--- src/rtl/seven_segment_display_capture.sv ---
// seven_segment_display_capture
//   Receive side of a 4-digit multiplexed 7-segment interface. It watches the
//   active-low segment and anode lines and recovers the four displayed digits,
//   their decimal points, frame completion and protocol errors.
//
//   Parameters
//     SETTLE_CYCLES  : identical consecutive samples needed before a capture (>=1)
//     TIMEOUT_CYCLES : cycles without any capture before scan_stall asserts (>=2)
//
//   Ports
//     clk, reset            : clock, asynchronous active-high reset
//     CA..CG, DP            : segment a..g and decimal point, active-low
//     AN1..AN4              : anodes, active-low (AN1=sec_dig1 .. AN4=min_dig2)
//     sec_dig1..min_dig2    : last captured value per digit
//     dp_state              : last captured DP per digit, bit i = AN(i+1)
//     digit_valid           : sticky, bit i set once digit i has been captured
//     frame_done            : pulse when all four digits captured since last pulse
//     anode_err             : pulse when more than one anode is active in a sample
//     seg_err               : pulse when a settled non-blank pattern is not a hex glyph
//     scan_stall            : level, no capture for TIMEOUT_CYCLES cycles
module seven_segment_display_capture #(
   parameter int SETTLE_CYCLES  = 4,
   parameter int TIMEOUT_CYCLES = 65536
) (
   input  logic       clk,
   input  logic       reset,
   input  logic       CA,
   input  logic       CB,
   input  logic       CC,
   input  logic       CD,
   input  logic       CE,
   input  logic       CF,
   input  logic       CG,
   input  logic       DP,
   input  logic       AN1,
   input  logic       AN2,
   input  logic       AN3,
   input  logic       AN4,
   output logic [3:0] sec_dig1,
   output logic [3:0] sec_dig2,
   output logic [3:0] min_dig1,
   output logic [3:0] min_dig2,
   output logic [3:0] dp_state,
   output logic [3:0] digit_valid,
   output logic       frame_done,
   output logic       anode_err,
   output logic       seg_err,
   output logic       scan_stall
);

   localparam int CNT_W = $clog2(SETTLE_CYCLES) + 1;
   localparam int TMO_W = $clog2(TIMEOUT_CYCLES) + 1;

   localparam logic [1:0] IDLE   = 2'd0;
   localparam logic [1:0] SETTLE = 2'd1;
   localparam logic [1:0] HELD   = 2'd2;

   // {hit, value} for a {gfedcba} active-high pattern
   function automatic logic [4:0] decode_seg(input logic [6:0] seg);
      case (seg)
         7'h3F: decode_seg = 5'h10;
         7'h06: decode_seg = 5'h11;
         7'h5B: decode_seg = 5'h12;
         7'h4F: decode_seg = 5'h13;
         7'h66: decode_seg = 5'h14;
         7'h6D: decode_seg = 5'h15;
         7'h7D: decode_seg = 5'h16;
         7'h07: decode_seg = 5'h17;
         7'h7F: decode_seg = 5'h18;
         7'h6F: decode_seg = 5'h19;
         7'h77: decode_seg = 5'h1A;
         7'h7C: decode_seg = 5'h1B;
         7'h39: decode_seg = 5'h1C;
         7'h5E: decode_seg = 5'h1D;
         7'h79: decode_seg = 5'h1E;
         7'h71: decode_seg = 5'h1F;
         default: decode_seg = 5'h00;
      endcase
   endfunction

   function automatic logic [1:0] anode_idx(input logic [3:0] an);
      case (an)
         4'b0010: anode_idx = 2'd1;
         4'b0100: anode_idx = 2'd2;
         4'b1000: anode_idx = 2'd3;
         default: anode_idx = 2'd0;
      endcase
   endfunction

   // Stage p0/p1: two-flop synchroniser; resets to the idle (all-high) pin level
   // so that no phantom anode is seen right after reset.
   logic [11:0] sync_p0, sync_p1;
   logic [11:0] samp_p2, prev_p2;
   logic [3:0]  an_p2;
   logic        changed_p2;

   always_ff @(posedge clk or posedge reset) begin
      if (reset) begin
         sync_p0 <= '1;
         sync_p1 <= '1;
         prev_p2 <= '0;
      end else begin
         sync_p0 <= {AN4, AN3, AN2, AN1, CG, CF, CE, CD, CC, CB, CA, DP};
         sync_p1 <= sync_p0;
         prev_p2 <= samp_p2;
      end
   end

   // Stage p2: active-high sample {an, seg, dp} and dwell FSM
   assign samp_p2    = ~sync_p1;
   assign an_p2      = samp_p2[11:8];
   assign changed_p2 = (samp_p2 != prev_p2);

   logic [1:0]       state, state_nxt;
   logic [CNT_W-1:0] cnt, cnt_nxt;
   logic             cap_nxt, anode_err_nxt, restart;

   always_comb begin
      state_nxt     = state;
      cnt_nxt       = cnt;
      cap_nxt       = 1'b0;
      anode_err_nxt = 1'b0;
      restart       = 1'b0;
      case (state)
         IDLE:   restart = 1'b1;
         SETTLE: begin
            if (changed_p2) begin
               restart = 1'b1;
            end else if (cnt == CNT_W'(SETTLE_CYCLES - 1)) begin
               cap_nxt   = 1'b1;
               state_nxt = HELD;
            end else begin
               cnt_nxt = cnt + CNT_W'(1);
            end
         end
         HELD:    restart = changed_p2;
         default: state_nxt = IDLE;
      endcase
      // A new or changed sample is judged as if seen from IDLE
      if (restart) begin
         if (an_p2 == 4'b0000) begin
            state_nxt = IDLE;
         end else if ($onehot(an_p2)) begin
            if (SETTLE_CYCLES == 1) begin
               cap_nxt   = 1'b1;
               state_nxt = HELD;
            end else begin
               cnt_nxt   = CNT_W'(1);
               state_nxt = SETTLE;
            end
         end else begin
            anode_err_nxt = 1'b1;
            state_nxt     = IDLE;
         end
      end
   end

   logic vld_p3;

   always_ff @(posedge clk or posedge reset) begin
      if (reset) begin
         state     <= IDLE;
         cnt       <= '0;
         anode_err <= 1'b0;
         vld_p3    <= 1'b0;
      end else begin
         state     <= state_nxt;
         cnt       <= cnt_nxt;
         anode_err <= anode_err_nxt;
         vld_p3    <= cap_nxt;
      end
   end

   // Stage p3: registered capture decision, applied to the digit registers
   logic [11:0] cap_p3;

   always_ff @(posedge clk) begin
      cap_p3 <= samp_p2;
   end

   logic [1:0] cap_idx;
   logic [6:0] cap_seg;
   logic       cap_dp;
   logic [4:0] cap_dec;
   logic [3:0] mask, mask_nxt;

   assign cap_idx  = anode_idx(cap_p3[11:8]);
   assign cap_seg  = cap_p3[7:1];
   assign cap_dp   = cap_p3[0];
   assign cap_dec  = decode_seg(cap_seg);
   assign mask_nxt = mask | cap_p3[11:8];

   logic [3:0]       digit_q [4];
   logic [TMO_W-1:0] tmo;

   always_ff @(posedge clk or posedge reset) begin
      if (reset) begin
         for (int i = 0; i < 4; i++) digit_q[i] <= 4'd0;
         dp_state    <= 4'd0;
         digit_valid <= 4'd0;
         mask        <= 4'd0;
         frame_done  <= 1'b0;
         seg_err     <= 1'b0;
         tmo         <= '0;
      end else begin
         frame_done <= 1'b0;
         seg_err    <= 1'b0;
         if (vld_p3) begin
            tmo <= '0;
            if (cap_seg == 7'h00) begin
               // blank digit: only the decimal point is meaningful
               dp_state[cap_idx] <= cap_dp;
            end else if (cap_dec[4]) begin
               digit_q[cap_idx]     <= cap_dec[3:0];
               dp_state[cap_idx]    <= cap_dp;
               digit_valid[cap_idx] <= 1'b1;
               if (mask_nxt == 4'hF) begin
                  frame_done <= 1'b1;
                  mask       <= 4'd0;
               end else begin
                  mask <= mask_nxt;
               end
            end else begin
               seg_err <= 1'b1;
            end
         end else if (tmo != TMO_W'(TIMEOUT_CYCLES - 1)) begin
            tmo <= tmo + TMO_W'(1);
         end
      end
   end

   assign scan_stall = (tmo == TMO_W'(TIMEOUT_CYCLES - 1));
   assign sec_dig1   = digit_q[0];
   assign sec_dig2   = digit_q[1];
   assign min_dig1   = digit_q[2];
   assign min_dig2   = digit_q[3];

endmodule

--- config.mk ---
export PLATFORM = sky130hd
export DESIGN_NAME = seven_segment_display_capture
export DESIGN_NICKNAME = d
export VERILOG_FILES = /design/src/rtl/seven_segment_display_capture.sv
export SDC_FILE = /design/constraint.sdc
export NUM_CORES = 1
export LEC_CHECK = 0
export BUFFER_PORTS_ARGS = -buffer_cell sky130_fd_sc_hd__buf_2
export CORE_MARGIN = 4
export CORE_UTILIZATION = 30
export CTS_BUF_LIST = sky130_fd_sc_hd__clkbuf_16
export CTS_CLUSTER_DIAMETER = 100
export DETAILED_ROUTE_END_ITERATION = 6
export GPL_TIMING_DRIVEN = 0
export HOLD_SLACK_MARGIN = 0.05
export PLACE_DENSITY_LB_ADDON = 0.12
export SYNTH_ARGS = -nofsm -noshare
export SYNTH_HDL_FRONTEND = slang
export SYNTH_SLANG_ARGS = --single-unit
export TNS_END_PERCENT = 30
--- constraint.sdc ---
create_clock -name clk -period 4.63 [get_ports clk]
set_clock_uncertainty 0.2 [all_clocks]
set_input_delay 0.926 -clock clk [delete_from_list [all_inputs] [get_ports clk]]
set_output_delay 0.926 -clock clk [all_outputs]
set_load 0.01 [all_outputs]
==> results of run 1 <==
worst register-to-register path, delay by kind of cell (launching register included):
kind	cells	cell delay, ns
xor+xnor	1	0.16
fa+ha+maj	2	0.34
simple gates	9	1.28
buf+inv	1	0.31
flops	1	0.39
power breakdown:
| part | internal (mW) | switching (mW) | total [mW] |
|---|---|---|---|
| logic | 0.0459 | 0.0680 | 0.114 |
| registers | 0.925 | 0.0191 | 0.944 |
| clock network | 0.426 | 0.326 | 0.752 |
stage by stage:
step / hold WS [ns] / instance area (um^2) / total power [mW] / util (%) / setup WS [ns]
after floorplan: 0.145 / 4310 / 1.04 / - / 1.21
after global placement: 0.147 / 4740 / 1.07 / 33.9 / 0.00512
after detailed placement: 0.147 / 4770 / 1.08 / 34.1 / 1.82
after CTS: 0.157 / 5070 / 1.85 / 36.3 / 1.75
after global routing: 0.158 / 5070 / 1.90 / 36.3 / 1.54
final: 0.156 / 5070 / 1.81 / 36.3 / 1.78
flip-flops by register name (all words and copies together) (netlist names):
name / count
min_dig2: 4
cnt: 3
sync_p1: 12
state: 2
mask: 4
cap_p3: 12
prev_p2: 12
sync_p0: 12
frame_done: 1
dp_state: 4
sec_dig2: 4
min_dig1: 4
seg_err: 1
anode_err: 1
tmo: 17
vld_p3: 1
digit_valid: 4
sec_dig1: 4
cell families (layout without fill, tap and decap cells):
logic type	count (synthesis)	count (layout)	share of synthesized area, %
AOI/OAI and AO/OA	37	37	6.85
xor gates and xnor gates	27	27	5.49
adders and majority gates	11	11	3.37
buffers and inverters	33	91	3.19
DFF	102	102	58.6
muxes	22	22	5.69
and+or+nand+nor	135	135	16.8
placed cells by master (no fill, tap or decap), drive strengths merged, types with 3 or more instances in the layout:
master	netlist	final
ha	10	10
or3	4	4
mux2	20	20
nor4	3	3
clkinv	0	3
nor3	9	9
nor4b	4	4
dfstp	24	24
nand2	30	30
nand3	11	11
buf	6	48
nand2b	7	7
inv	22	22
dfxtp	12	12
o21ai	16	16
nand3b	4	4
a31oi	5	5
and2	4	4
xnor2	18	18
xor2	9	9
a21oi	5	5
nor2	35	35
and3	4	4
nor2b	5	5
clkbuf	5	16
dfrtp	66	66
nand4	3	3
per-layer routing:
| layer | global-route usage [%] | vias to the layer above | share of wire (%) |
|---|---|---|---|
| met5 | 0 | - | 0 |
| met4 | 5.43 | 0 | 2.3 |
| met3 | 2.54 | 14 | 3.7 |
| met2 | 17.6 | 38 | 47 |
| met1 | 14.6 | 1357 | 47 |
| li1 | - | 1352 | - |
cell type report:
type / instances / area, um^2 / area share [%]
inverter: 22 / 85.1 / 1.68
clock inverter: 5 / 28.8 / 0.567
buffer: 11 / 55.1 / 1.09
tap: 180 / 225 / 4.44
clock buffer: 11 / 275 / 5.43
sequential: 102 / 2520 / 49.7
multi-input combinational: 232 / 1650 / 32.5
timing repair buffer: 42 / 233 / 4.59
path summary, 6_finish.rpt:
check,from,depth (start not counted),end
min reg2reg,sync_p0[7],0,sync_p1[7]
min in group asynchronous,reset,2,state[1]
max,tmo[0],7,scan_stall
max reg2reg,tmo[0],13,tmo[9]
min,sync_p0[7],0,sync_p1[7]
max in group asynchronous,reset,3,sync_p1[1]
cell usage after synthesis, drive strengths merged, types with 4 or more instances:
master	number	share of area, %
xor2	9	1.8
nand2	30	2.6
xnor2	18	3.7
dfrtp	66	38
nand3	11	1.3
and3	4	0.58
nor2	35	3.1
dfstp	24	15
inv	22	1.9
a21oi	5	0.58
nor3	9	1.0
dfxtp	12	5.6
o21ai	16	2.9
nor2b	5	0.73
a31oi	5	0.73
buf	6	0.84
ha	10	2.9
or3	4	0.81
nand3b	4	0.70
nand2b	7	1.0
nor4b	4	0.96
and2	4	0.64
clkbuf	5	0.44
mux2	20	5.2
==> metrics.md, run 1 <==
| Metric | Value |
|---|---|
| Gp weighted congestion | `~0.75` |
| Core ar. | `approximately 14000 um^2` |
| CTS tree | `done` |
| Final hold vios | `0` |
| Critical Path Fanout Max | `3` |
| Post-CTS setup buffer count | `0` |
| Critical path type | `flip-flop to output pin` |
| Part of the cycle the worst path needs | `between 60 and 70%` |
| PostCTS Resize Cnt | `0` |
| CP startpoint kind | `flip-flop` |
| Die ar. | `16300 um^2` |
| Drt wl/cell | `13.4 um` |
| RSZ-0062 raised after global routing | `no` |
| I/O Buffers | `approximately 40` |
| Starting DRT DRC Count | `115` |
| Crit path cell chain | `ha_1 -> nand4_1 -> nor2_1 -> nand2_1 -> nor2_1 -> ha_1 -> buf_2` |
| VDD IR max | `0.000152 V` |
| H-Tree Depth | `3` |
| DRC Markers | `0` |
| Area Overhead vs Synth | `17.7%` |
| Synth Cell Area | `~4300 um^2` |
| I/O pins | `42` |
| CTS Sinks | `between 100 and 150` |
| Slowest stage cell on the critical path | `dfrtp_1` |
| PwrDens | `approximately 360 nW/um^2` |
| # Max-Cap Violations | `0` |
| Vias post-DR | `2761` |
| Die Ht | `128 um` |
| Crit-path leading delay family | `simple AND/OR/NAND/NOR gates` |
| Detail Route Antenna Nets | `0` |
| Synthesis Warnings | `0` |
| Clock Path Buffers | `2` |
| Worst EP required | `roughly 3.5 ns` |
| F_max | `~0.35 GHz` |
| Fin cells | `between 600 and 700` |
| Buf+Inv Stages, Crit Path | `1` |
| Setup violators final | `0` |
| Syn Inst Count | `between 300 and 400` |
| Post-CTS Hold Buffers | `0` |
| Slowest cell delay on critical path | `just under 0.4 ns` |
| Vias in the first global route | `between 2000 and 3000` |
| Hold Crit Class | `flip-flop to flip-flop` |
| Seq cells post-synth | `102` |
| Vias/cell | `roughly 4.6` |
| TritonCTS buffer count | `9` |
| DP Cell Count | `just under 600` |
| Status | `finished clean` |
| Global-route wire length before repair | `approximately 15000 um` |
| Netlist cell types | `52` |
| Lkg Pwr | `between 2 and 2.5 nW` |
| Worst-Skew Late Latency | `approximately 0.35 ns` |
| Share of layout cells above drive strength 1 | `between 20% and 30%` |
| DIE WIDTH | `approximately 130 um` |
| Clock tree root driver cell | `clkbuf_16` |
| First-pass DRT Iterations | `4` |
| Setup tns final | `0 ns` |
| Post-Synthesis Net Count | `392` |
| Dpl hpwl | `between 5000 and 6000 um` |
| Slew headroom | `around 44%` |
| Final min period | `roughly 2.9 ns` |
| Clk pin slew, worst setup/hold paths | `0.07 ns` |
| Post-synthesis sequential area ratio | `between 50% and 60%` |
| Starting Density | `a little under a third` |
| Worst setup EP type | `output pin` |
| Worst slew pin tran | `between 0.8 and 0.9 ns` |
| Syn_area_per_cell | `11.7 um^2` |
| Global route total overflow | `0` |
| Diode count | `0` |
| Tot GR Track Use | `around 11%` |
| Largest net degree at the start of global routing | `65` |
| Arrival time worst endpoint | `between 1.5 and 2 ns` |
| Final Max Slew Viols | `0` |
| Post-synth ARST share | `between 80% and 90%` |
| Initial antenna violation count | `0` |
| Nets@finish | `445` |
| Routed Wire Length | `8130 um` |
| EDFF count, synth | `0` |
| Row cnt | `43` |
| FILL cells | `roughly 1400` |
| Synth Flop Type | `dfrtp_1` |
| R2R Setup Slk | `1.82 ns` |
Power figures use the tool's default switching activity.
==> run 2: changes to the inputs <==
==> constraint.sdc (replaced) <==
create_clock -name clk -period 2.5 [get_ports clk]
set_clock_uncertainty 0.2 [all_clocks]
set_input_delay 0.5 -clock clk [delete_from_list [all_inputs] [get_ports clk]]
set_output_delay 0.5 -clock clk [all_outputs]
set_load 0.01 [all_outputs]
==> run 2 against run 1 <==
Combinational power increased by 110%. Cell count rose by 2.6%. Power increased by 87%. Critical endpoint is now min_dig1[3]. Highest routed layer unchanged.
==> metrics.md, run 2 (same netlist as run 1, synthesis figures left out) <==
| Metric | Value |
|---|---|
| Setup tns final | `0 ns` |
| Final hold vios | `0` |
| Final Max Slew Viols | `0` |
| CP startpoint kind | `flip-flop` |
| Final worst setup slack | `0.0446 ns` |
| F_max | `between 0.4 and 0.5 GHz` |
| FILL cells | `roughly 1400` |
| Vias in the first global route | `around 3000` |
| Starting Density | `30.8%` |
| Arrival time worst endpoint | `around 2.5 ns` |
| Worst-Skew Late Latency | `0.34 ns` |
| Most Used Layer, Global Route | `met2` |
| R2R Path Start | `cap_p3[5]` |
| Diode count | `0` |
| Buf+Inv Stages, Crit Path | `1` |
| DRC Markers | `0` |
| VDD IR max | `between 0.0003 and 0.0004 V` |
| Lkg Pwr | `roughly 2.4 nW` |
| Nets@finish | `between 400 and 500` |
| Grt met2 use | `roughly 18%` |
| I/O Buffers | `41` |
| Dpl hpwl | `approximately 5900 um` |
| Drt wl/cell | `between 10 and 15 um` |
| Vias post-DR | `about 2800` |
| Die ar. | `roughly 16000 um^2` |
| Final min period | `about 2.5 ns` |
| Most common cell after layout, fill and taps aside | `dfrtp_1` |
| Clock tree root driver cell | `clkbuf_16` |
| Core ar. | `about 14000 um^2` |
| Tot GR Track Use | `around 11%` |
| Part of the cycle the worst path needs | `between 90% and 100%` |
| Critical path type | `flip-flop to flip-flop` |
| Dpl cell area | `around 4800 um^2` |
| DP Cell Count | `590` |
| PwrDens | `~640 nW/um^2` |
| Vias/cell | `about 4.5` |
| Met1 GRT Util | `15.0%` |
| Slew headroom | `about 44%` |
| Initial antenna violation count | `0` |
| TritonCTS buffer count | `9` |
| Critical Path Fanout Max | `10` |
| Hold Crit Class | `input port to asynchronous set/reset pin` |
| Die Ht | `~130 um` |
| Cell area after layout | `~5300 um^2` |
| Share of layout cells above drive strength 1 | `roughly a third` |
| DIE WIDTH | `128 um` |
| Gp weighted congestion | `between 0.7 and 0.8` |
| RSZ-0062 raised after global routing | `yes` |
| Reg2Reg Depth | `7` |
| Row cnt | `43` |
| Starting DRT DRC Count | `around 160` |
| R2R Setup Slk | `approximately 0.045 ns` |
| CTS tree | `done` |
| Status | `finished clean` |
| Most frequent cells in the layout | `dfrtp_1, buf_2, nor2_1` |
| Clock Path Buffers | `2` |
| Global-route wire length before repair | `14800 um` |
| Routed Wire Length | `~8300 um` |
| H-Tree Depth | `3` |
| Fin cells | `between 600 and 700` |
| Met3 Usage GRT | `between 3 and 4%` |
| Top reg by flops | `tmo` |
| I/O pins | `between 40 and 50` |
| Area Overhead vs Synth | `23.2%` |
| Crit path cell chain | `clkbuf_4 -> nand3_1 -> a311oi_1 -> a311o_2 -> o221a_4 -> o21ai_4 -> mux2_2` |
| Clk pin slew, worst setup/hold paths | `about 0.07 ns` |
| CTS Sinks | `~100` |
| Worst setup EP type | `flip-flop` |
| Number of flip-flops in the largest register | `17` |
| First-pass DRT Iterations | `4` |
| Worst EP required | `2.53 ns` |
| Hold slack | `just over 0.07 ns` |
| Post-place setup slack | `-0.317 ns` |
| Global route total overflow | `0` |
| Worst slew pin tran | `0.821 ns` |
| R2R Path End | `min_dig1[3]` |
| Slowest stage cell on the critical path | `a311o_2` |
| # Max-Cap Violations | `0` |
| Largest net degree at the start of global routing | `38` |
| Crit-path leading delay family | `compound AO/OA/AOI/OAI gates` |
| Setup violators final | `0` |
| Detail Route Antenna Nets | `0` |
| Slowest cell delay on critical path | `between 0.4 and 0.5 ns` |
## run 2: timing repair
item,in CTS,in global routing
buffers inserted,1,2
hold buffers,12,0
pin swaps,4,3
endpoints found under the hold margin,12,0
setup endpoints to repair,30,31
resized for setup,11,12
## run 2: through the flow
step | power, mW | util (%)
finish | 3.38 | 38.0
global route | 3.56 | 38.0
detailed placement | 2.00 | 34.2
global placement | 1.99 | 33.9
floorplan | 1.92 | -
CTS | 3.46 | 37.5
## run 2: routing by layer
metal,share of wire (%),vias up,wire (um)
li1,-,1376,-
met5,0,-,0
met4,1.2,0,100
met3,4.2,9,350
met1,48,1354,3980
met2,47,37,3910
## run 2: power by group
part	switching, mW	total, mW	internal, mW
Sequential	0.0361	1.75	1.71
Clock	0.603	1.40	0.792
Combinational	0.133	0.235	0.103
Total	0.772	3.38	2.61
## run 2: worst max-delay path by stage
| stage | startpoint | slack, ns | to | depth (start not counted) |
|---|---|---|---|---|
| floorplan | tmo[8] | -0.004 | tmo[13] | 12 |
| global placement | tmo[0] | -0.29 | tmo[11] | 13 |
| detailed placement | tmo[0] | -0.32 | tmo[13] | 13 |
| CTS | tmo[8] | 0.005 | tmo[15] | 11 |
| global route | cap_p3[2] | -0.07 | min_dig1[2] | 6 |
| finish | cap_p3[5] | 0.04 | min_dig1[3] | 7 |
## run 2: worst reg2reg max path: cells and delay by family, from the launching register on
family	cells	cell delay (ns)
compound gates	4	1.13
mux	1	0.37
flops	1	0.35
buf+inv	1	0.20
simple gates	1	0.09
## run 2: final cells by class
cell class	count	area [um^2]	area share, %
Clock inverter	5	27.5	0.519
Clock buffer	11	275	5.19
Timing Repair Buffer	58	388	7.31
Multi-Input combinational cell	232	1710	32.2
Tap cell	180	225	4.24
Buffer	11	71.3	1.34
Sequential cell	102	2520	47.5
Inverter	22	86.3	1.63
==> run 3: changes to the inputs <==
--- a/config.mk
+++ b/config.mk
@@ -13,7 +13,7 @@
 export DETAILED_ROUTE_END_ITERATION = 6
 export GPL_TIMING_DRIVEN = 0
 export HOLD_SLACK_MARGIN = 0.05
-export PLACE_DENSITY_LB_ADDON = 0.12
+export PLACE_DENSITY_LB_ADDON = 0.25
 export SYNTH_ARGS = -nofsm -noshare
 export SYNTH_HDL_FRONTEND = slang
 export SYNTH_SLANG_ARGS = --single-unit
==> run 3 against run 2 <==
Sequential power about the same. Clock power decreased by 3%. Critical path depth decreased by 1. Die area unchanged. Global-route usage decreased by 0.33 points. Via count increased by 1.9%. Wire length decreased by 1.4%. Largest cell class unchanged.
==> metrics.md, run 3 (same netlist as run 1, synthesis figures left out) <==
| Metric | Value |
|---|---|
| Status | `finished clean` |
| Switching share of power | `a little under a quarter` |
| Crit path cell chain | `clkbuf_4 -> or3_4 -> or3_4 -> o221a_4 -> o21ai_4 -> mux2_2` |
| Reg2Reg Depth | `6` |
| Vias in the first global route | `3024` |
| DRC Markers | `0` |
| Global route total overflow | `0` |
| Hold Path End | `sync_p1[1]` |
| F_max | `roughly 0.41 GHz` |
| Tot GR Track Use | `10.9%` |
| Final hold vios | `0` |
| Vias post-DR | `2828` |
| Area Overhead vs Synth | `24.3%` |
| Top reg by flops | `tmo` |
| Diode count | `0` |
| Slowest cell delay on critical path | `around 0.36 ns` |
| Lkg Pwr | `roughly 2.4 nW` |
| Starting Density | `between 30 and 40%` |
| Detail Route Antenna Nets | `0` |
| Dpl hpwl | `5820 um` |
| Sequential Power Share | `approximately 52%` |
| Buf+Inv Stages, Crit Path | `1` |
| Sw power | `between 700 and 800 uW` |
| VDD IR max | `~0.00038 V` |
| Initial antenna violation count | `0` |
| Clock Path Buffers | `2` |
| TritonCTS buffer count | `9` |
| Logic pwr share | `slightly above 7%` |
| Hold depth | `0` |
| Hold Crit Class | `flip-flop to flip-flop` |
| Setup tns final | `0 ns` |
| Worst-Skew Late Latency | `roughly 0.34 ns` |
| Routed Wire Length | `between 8000 and 9000 um` |
| Critical Path Fanout Max | `10` |
| Gp weighted congestion | `around 0.78` |
| Largest net degree at the start of global routing | `41` |
| Worst setup EP type | `flip-flop` |
| DIE WIDTH | `about 130 um` |
| Vias/cell | `between 4 and 5` |
| # Max-Cap Violations | `0` |
| I/O Buffers | `between 40 and 50` |
| Part of the cycle the worst path needs | `a little over nine tenths` |
| Setup violators final | `0` |
| Total power | `between 3 and 4 mW` |
| Number of flip-flops in the largest register | `17` |
| Slew headroom | `about two fifths` |
| Crit-path leading delay family | `simple AND/OR/NAND/NOR gates` |
| CP startpoint kind | `flip-flop` |
| Starting DRT DRC Count | `96` |
| I/O pins | `between 40 and 50` |
| Share of layout cells above drive strength 1 | `~33%` |
| Final min period | `around 2.5 ns` |
| R2R Path Start | `cap_p3[7]` |
| Most common cell after layout, fill and taps aside | `dfrtp_1` |
| RSZ-0062 raised after global routing | `yes` |
| Row cnt | `43` |
| Worst path most repeated cell | `or3_4` |
| Slowest stage cell on the critical path | `or3_4` |
| First-pass DRT Iterations | `5` |
| Drt wl/cell | `approximately 13 um` |
| Die ar. | `16300 um^2` |
| Clock tree root driver cell | `clkbuf_16` |
| Internal power | `around 2.6 mW` |
| CTS Sinks | `just over 100` |
| PwrDens | `between 600 and 700 nW/um^2` |
| R2R Setup Slk | `around 0.046 ns` |
| Most frequent cells in the layout | `dfrtp_1, buf_2, nor2_1` |
| Worst EP required | `2.53 ns` |
| DP Cell Count | `between 500 and 600` |
| Nets@finish | `466` |
| Hold Crit Start | `sync_p0[1]` |
| Global-route wire length before repair | `14400 um` |
| R2R Path End | `min_dig1[0]` |
| Final Max Slew Viols | `0` |
| Core ar. | `between 10000 and 15000 um^2` |
| Die Ht | `around 130 um` |
| CTS tree | `done` |
| H-Tree Depth | `3` |
| Fin cells | `between 600 and 700` |
| Critical path type | `flip-flop to flip-flop` |
| Clock power share | `~41%` |
| Clk pin slew, worst setup/hold paths | `~0.07 ns` |
| Worst slew pin tran | `between 0.9 and 1 ns` |
| Arrival time worst endpoint | `between 2 and 2.5 ns` |
==> run 3: cell type report <==
class                      instances  area [um^2]
buffer                            11         72.6
clock inverter                     7         66.3
fill                            1379         8630
tap                              180          225
multi-input combinational        232         1730
clock buffer                       9          225
timing repair buffer              63          428
sequential                       102         2520
inverter                          22         86.3
==> run 3: worst max-delay path by stage <==
stage	slack (ns)	start	depth (start not counted)	end
after detailed placement	-0.37	tmo[0]	13	tmo[13]
final	0.05	cap_p3[7]	6	min_dig1[0]
after CTS	0.01	tmo[9]	11	tmo[15]
after floorplan	-0.004	tmo[8]	12	tmo[13]
after global placement	-0.32	tmo[0]	13	tmo[9]
after global routing	-0.04	cap_p3[7]	7	min_dig1[0]
==> run 3: power by group through the flow <==
stage,combinational [mW],sequential (mW),clock [mW]
after floorplan,0.148,1.77,0
after global placement,0.204,1.78,0
after detailed placement,0.216,1.78,0
after CTS,0.238,1.75,1.42
after global routing,0.273,1.76,1.49
final,0.239,1.75,1.36
==> run 3: per-stage QoR <==
stage | instance area (um^2) | hold slack, ns | setup slack [ns] | util [%]
2_1_floorplan | 4310 | 0.145 | -0.00430 | -
3_3_place_gp | 4740 | 0.147 | -0.325 | 33.9
3_5_place_dp | 4780 | 0.148 | -0.365 | 34.2
4_1_cts | 5270 | 0.157 | 0.0120 | 37.7
5_1_grt | 5360 | 0.160 | -0.0429 | 38.3
6_report | 5360 | 0.156 | 0.0463 | 38.3
==> run 3: timing repair <==
action                                  4_1_cts  5_1_grt
resized for setup                            11       17
setup buffers                                 3        4
pin swaps                                     4        6
hold buffers                                 13        0
endpoints found under the setup margin       27       32
hold endpoints to repair                     30        0
gates cloned                                  0        0
==> run 3: per-layer routing <==
layer	part of all wire [%]	vias up	track usage, %
met4	1.3	0	3.18
met2	49	47	17.7
met1	46	1390	13.9
met5	0	-	0
met3	4.3	6	3.62
li1	-	1385	-
